[config.mk]
export PLATFORM = sky130hd
export DESIGN_NAME = wb_ram_arbiter
export DESIGN_NICKNAME = d
export VERILOG_FILES = /design/src/rtl/wb_ram_arbiter.sv
export SDC_FILE = /design/constraint.sdc
export NUM_CORES = 1
export LEC_CHECK = 0
export CAP_MARGIN = 20
export CORE_AREA = 2 2 163 165
export DETAILED_ROUTE_END_ITERATION = 10
export DIE_AREA = 0 0 165 167
export RECOVER_POWER = 100
export SYNTH_ARGS = -nofsm -noshare
export SYNTH_HDL_FRONTEND = slang
export SYNTH_SLANG_ARGS = --single-unit
export TNS_END_PERCENT = 50
[constraint.sdc]
create_clock -name i_clk -period 2.4 [get_ports i_clk]
set_clock_uncertainty 0.05 [all_clocks]
set_input_delay 0.24 -clock i_clk [delete_from_list [all_inputs] [get_ports i_clk]]
set_output_delay 0.24 -clock i_clk [all_outputs]
set_load 0.005 [all_outputs]
[src/rtl/wb_ram_arbiter.sv]
// Round-robin Wishbone B4 classic arbiter that shares one RAM slave port among NUM_MASTERS requesters.
// Optional stalled-slave timeout is enabled by defining WB_ARB_TIMEOUT_EN.
module wb_ram_arbiter #(
    parameter int unsigned NUM_MASTERS = 3,
    parameter int unsigned TIMEOUT     = 255
) (
    input  logic                        i_clk,
    input  logic                        i_reset,
    input  logic [32*NUM_MASTERS-1:0]   i_m_adr,
    input  logic [32*NUM_MASTERS-1:0]   i_m_dat,
    input  logic [4*NUM_MASTERS-1:0]    i_m_sel,
    input  logic [NUM_MASTERS-1:0]      i_m_we,
    input  logic [NUM_MASTERS-1:0]      i_m_cyc,
    input  logic [NUM_MASTERS-1:0]      i_m_stb,
    output logic [32*NUM_MASTERS-1:0]   o_m_dat,
    output logic [NUM_MASTERS-1:0]      o_m_ack,
    output logic [NUM_MASTERS-1:0]      o_m_err,
    output logic [31:0]                 o_s_adr,
    output logic [31:0]                 o_s_dat,
    output logic [3:0]                  o_s_sel,
    output logic                        o_s_we,
    output logic                        o_s_cyc,
    output logic                        o_s_stb,
    input  logic [31:0]                 i_s_dat,
    input  logic                        i_s_ack
);

    localparam int unsigned IDX_W = (NUM_MASTERS > 1) ? $clog2(NUM_MASTERS) : 1;

    if (NUM_MASTERS < 2 || NUM_MASTERS > 4 || TIMEOUT == 0) begin : g_param_check
        $error("wb_ram_arbiter: NUM_MASTERS must be 2..4 and TIMEOUT nonzero");
    end

    typedef enum logic {
        IDLE  = 1'b0,
        OWNED = 1'b1
    } state_t;

    state_t           state;
    logic [IDX_W-1:0] owner;
    logic [IDX_W-1:0] rr_ptr;
    logic [IDX_W-1:0] pick;
    logic [IDX_W-1:0] rr_next;
    logic             owner_cyc;
    logic             owner_stb;
    logic             to_hit;

    // First requester found searching upward cyclically from the rr pointer.
    always_comb begin
        pick = rr_ptr;
        for (int unsigned i = 0; i < NUM_MASTERS; i++) begin
            int unsigned cand;
            cand = 32'(rr_ptr) + i;
            if (cand >= NUM_MASTERS) begin
                cand = cand - NUM_MASTERS;
            end
            if (i_m_cyc[IDX_W'(cand)]) begin
                pick = IDX_W'(cand);
                break;
            end
        end
    end

    assign rr_next   = ((32'(owner) + 32'd1) >= NUM_MASTERS) ? '0 : IDX_W'(32'(owner) + 32'd1);
    assign owner_cyc = (state == OWNED) && i_m_cyc[owner];
    assign owner_stb = owner_cyc && i_m_stb[owner];

    // Grant is held for the owner's whole CYC; release always passes through one IDLE cycle.
    always_ff @(posedge i_clk or posedge i_reset) begin
        if (i_reset) begin
            state  <= IDLE;
            owner  <= '0;
            rr_ptr <= '0;
        end else begin
            case (state)
                IDLE: begin
                    if (|i_m_cyc) begin
                        owner <= pick;
                        state <= OWNED;
                    end
                end
                OWNED: begin
                    if (!i_m_cyc[owner]) begin
                        rr_ptr <= rr_next;
                        state  <= IDLE;
                    end
                end
                default: state <= IDLE;
            endcase
        end
    end

`ifdef WB_ARB_TIMEOUT_EN
    localparam int unsigned CNT_W = $clog2(TIMEOUT + 1);

    logic [CNT_W-1:0] to_cnt;

    assign to_hit = (state == OWNED) && (to_cnt == CNT_W'(TIMEOUT));

    // Counts stalled strobe cycles of the current owner; restarts after each error pulse.
    always_ff @(posedge i_clk or posedge i_reset) begin
        if (i_reset) begin
            to_cnt <= '0;
        end else if (!owner_cyc || i_s_ack || to_hit) begin
            to_cnt <= '0;
        end else if (owner_stb) begin
            to_cnt <= to_cnt + CNT_W'(1);
        end
    end
`else
    assign to_hit = 1'b0;
`endif

    // Owner's request is muxed straight onto the slave port; non-owners see zeros.
    always_comb begin
        o_s_adr = '0;
        o_s_dat = '0;
        o_s_sel = '0;
        o_s_we  = 1'b0;
        o_s_cyc = 1'b0;
        o_s_stb = 1'b0;
        o_m_dat = '0;
        o_m_ack = '0;
        o_m_err = '0;
        if (state == OWNED) begin
            o_s_adr = i_m_adr[owner*32 +: 32];
            o_s_dat = i_m_dat[owner*32 +: 32];
            o_s_sel = i_m_sel[owner*4 +: 4];
            o_s_we  = i_m_we[owner];
            o_s_cyc = owner_cyc && !to_hit;
            o_s_stb = owner_stb && !to_hit;
            o_m_dat[owner*32 +: 32] = i_s_dat;
            o_m_ack[owner]          = i_s_ack && owner_cyc && !to_hit;
            o_m_err[owner]          = to_hit;
        end
    end

endmodule

==> implementation parameters <==
Parameter                              Value

Die
  Vertical die dimension ... 167 um
  Area of the core ... 25,800 sq um
  I/O pin count ... 421
  Die outline area ... 27,600 sq um
  Initial Utilization ... 12.6%
  Num rows ... 59
  Overall die width ... 165 um

Synth
  Gate count after technology mapping ... 486
  Synthesized area per cell ... 6.69 sq um
  EDFF count, synth ... 0
  Most used flip-flop cell after synthesis ... dfrtp_1
  Yosys reg bits ... 5
  Total standard cell area after synthesis ... 3250 sq um
  Top cell type by total area after synthesis ... and2_1
  Biggest area contributors in the synthesized netlist ... and2_1, mux2i_1, o21ai_0
  Yosys warnings ... 0
  Most common cell in the netlist ... and2_1
  Sequential-to-total area share from yosys stat ... 3.85%
  Commonest cells post-synth ... and2_1, nand2_1, mux2i_1, o21ai_0, clkbuf_1
  Top-area cell type share of the netlist area ... 32.1%
  Fraction of synthesis flops using an asynchronous set or reset pin ... 100%
  Count of different cell masters after synthesis ... 36

Status
  Result of the run ... completed

Power
  Logic gate share of total power ... 92.8%
  Fraction of power consumed by the clock network ... 4.4%
  Leakage Power ... 0.00541 uW
  Switching part of the total ... 41.6%
  Overall power of the completed layout ... 6500 uW
  Power per cell area ... 747 nW/um^2
  Proportion of power drawn by flip-flops and latches ... 2.8%
  Internal power contribution ... 3800 uW
  IR Drop Worst-Case VDD ... 0.000586 V
  Switching power ... 2700 uW

Detailed routing
  Total detailed-routing wirelength ... 21,400 um
  Number of vias per cell ... 3.97
  Remaining design rule violation count ... 0
  Violation count after the first detailed-routing iteration ... 122
  Average routed wire per standard cell ... 17.1 um
  First-pass detailed-route iteration total ... 4
  DR vias ... 4,985
  Number of routed nets with antenna violations ... 0

Layout
  Share of layout cells above drive strength 1 ... 11.5%
  Synth-to-Final Area Change ... 167%
  Final instance area ... 8700 sq um
  Total area of multi-input combinational cells ... 2860 sq um
  Filler Cells Inserted ... 2,725
  Register area ... 131 sq um
  Fin nets ... 1,177
  Antenna diode instance count ... 0
  Non-filler cells, final ... 1,255

Clock tree
  Latest clock arrival within the worst-skew pair ... 0.23 ns
  Number of buffers inserted for hold repair after clock tree synthesis ... 0
  Root Driver ... clkbuf_16
  Number of buffers created by CTS ... 3
  TritonCTS clock tree ... done
  H-tree levels ... 1
  Total number of clock tree sinks ... 5
  Clock transition at path regs ... 0.04 ns
  CTS max path bufs ... 2

Worst hold path
  HP Class ... input port to async pin

Worst setup path
  Launching instance or port of the critical path ... owner[0]
  Slowest Stage Delay on Critical Path ... 0.44 ns
  Worst reg2reg startpoint ... owner[0]
  Sum of buffers and inverters on the critical path ... 6
  Setup CP Type ... flip-flop to primary output
  CP required ... 2.11 ns
  Cell type group with the largest total delay on the critical path ... buffers and inverters
  Worst EP arrival ... 2.10 ns
  Largest driver fanout on the critical path ... 10
  Critical path capture point type ... primary output
  Cell with the largest stage delay on the worst path ... dfrtp_4
  Cell breakdown of the critical path ... inv_4, ha_4, nand2_2, buf_4, nor3_4, buf_6, buf_16, buf_8, and2_1, dlygate4sd2_1
  Startpoint class of the critical path ... flip-flop

Timing
  Max Transition Viols Final ... 0
  Setup repair after global routing missed its margin ... yes
  Share of the clock period used by the worst path ... 99.7%
  Setup violators final ... 0
  Max Fclk ... 418 MHz
  Number of failing hold endpoints at the final stage ... 0
  Shortest period the worst path allows ... 2.39 ns

Run
  Maxcap violations ... 0

Global route
  Vias in the first global route ... 5,151
  Largest net degree at the start of global routing ... 42
  First-pass GRT wire length ... 29,400 um
  Overall routing resource usage ... 13.9%
  Total congestion overflow ... 0
  Initial antenna violation count ... 0

Placed design
  Area after detailed placement ... 7870 sq um
  Number of port buffers ... 417
  Final estimated routing congestion in global placement ... 0.773
  Placed Instances ... 1,224
  Detailed-placement wirelength estimate ... 16,000 um
layout by cell type (no fill, tap or decap), types with 2 or more instances in the layout:
cell and instances:
clkbuf_2 19, dlymetal6s2s_1 111, ha_2 2, clkbuf_16 7, inv_1 6, and3_1 3, clkdlybuf4s50_1 249, and2_1 166
dlygate4sd2_1 22, o2bb2ai_1 2, nor2_1 2, a21oi_1 2, buf_6 3, dfrtp_2 2, bufbuf_16 2, mux2_4 2
clkdlybuf4s15_1 13, o21ai_0 63, conb_1 3, dfrtp_1 2, mux2i_2 3, mux2i_1 70, o21ai_2 5, nor3_1 2
buf_4 30, o21ai_1 5, buf_12 11, nand2_1 73, ha_1 5, buf_16 7, o22ai_1 2
flip-flops by register name, summed over array words and instances (netlist names):
signal and cells:
rr_ptr 2, state 1, owner 2
per-stage QoR:
step	TNS, ns	utilization, %	hold slack, ns	worst slack, ns
finish	0	33.8	0.317	0.00816
global placement	-0.0714	30.6	0.408	-0.0329
global route	-0.574	33.8	0.338	-0.146
CTS	-11.20	32.0	0.180	-0.214
detailed placement	-0.0609	30.6	0.428	-0.0423
floorplan	0	-	-0.0315	0.128
logic make-up (layout without fill, tap and decap cells):
logic type / after synthesis / in the layout / share of synthesized area, %
compound gates: 84 / 84 / 13.8
fa+ha+maj: 8 / 8 / 3.08
buf+inv: 54 / 486 / 10.4
flops: 5 / 5 / 3.85
mux: 75 / 75 / 23.4
other cells: 1 / 3 / 0.115
simple gates: 259 / 259 / 45.4
worst paths after layout:
| kind | slack [ns] | to | cells after the start |
|---|---|---|---|
| max reg2reg | 0.59 | state | 6 |
| max in group asynchronous | 1.78 | owner[0] | 2 |
| max | 0.008 | o_m_dat[51] | 10 |
| min in group i_clk | 0.54 | rr_ptr[1] | 1 |
| min | 0.32 | rr_ptr[0] | 2 |
| min reg2reg | 0.54 | rr_ptr[1] | 1 |
cell type report:
cell class,instances,share of cell area [%]
multi-input combinational,429,32.9
tap,335,4.82
clock buffer,4,0.906
timing repair buffer,475,59.6
sequential,5,1.51
inverter,7,0.331
layer usage:
| metal | GRT usage (%) | part of all wire, % | vias to the layer above |
|---|---|---|---|
| li1 | - | - | 2471 |
| met1 | 14.7 | 36 | 2237 |
| met2 | 27.5 | 53 | 260 |
| met3 | 3.56 | 9.3 | 17 |
| met4 | 2.00 | 1.5 | 0 |
| met5 | 0 | 0 | - |
power by group through the flow:
stage	Combinational (uW)	Clock [uW]	Sequential, uW
CTS	6030	292	174
global route	6560	298	189
floorplan	2690	0	174
finish	6030	284	182
detailed placement	5430	0	172
global placement	5420	0	172
what timing repair did:
item / CTS / global route
pin swaps: 1 / 3
setup endpoints to repair: 169 / 132
gates cloned: 7 / 4
gates resized for setup: 86 / 179
setup buffers: 6 / 10
(Power assumes the default switching activity.)
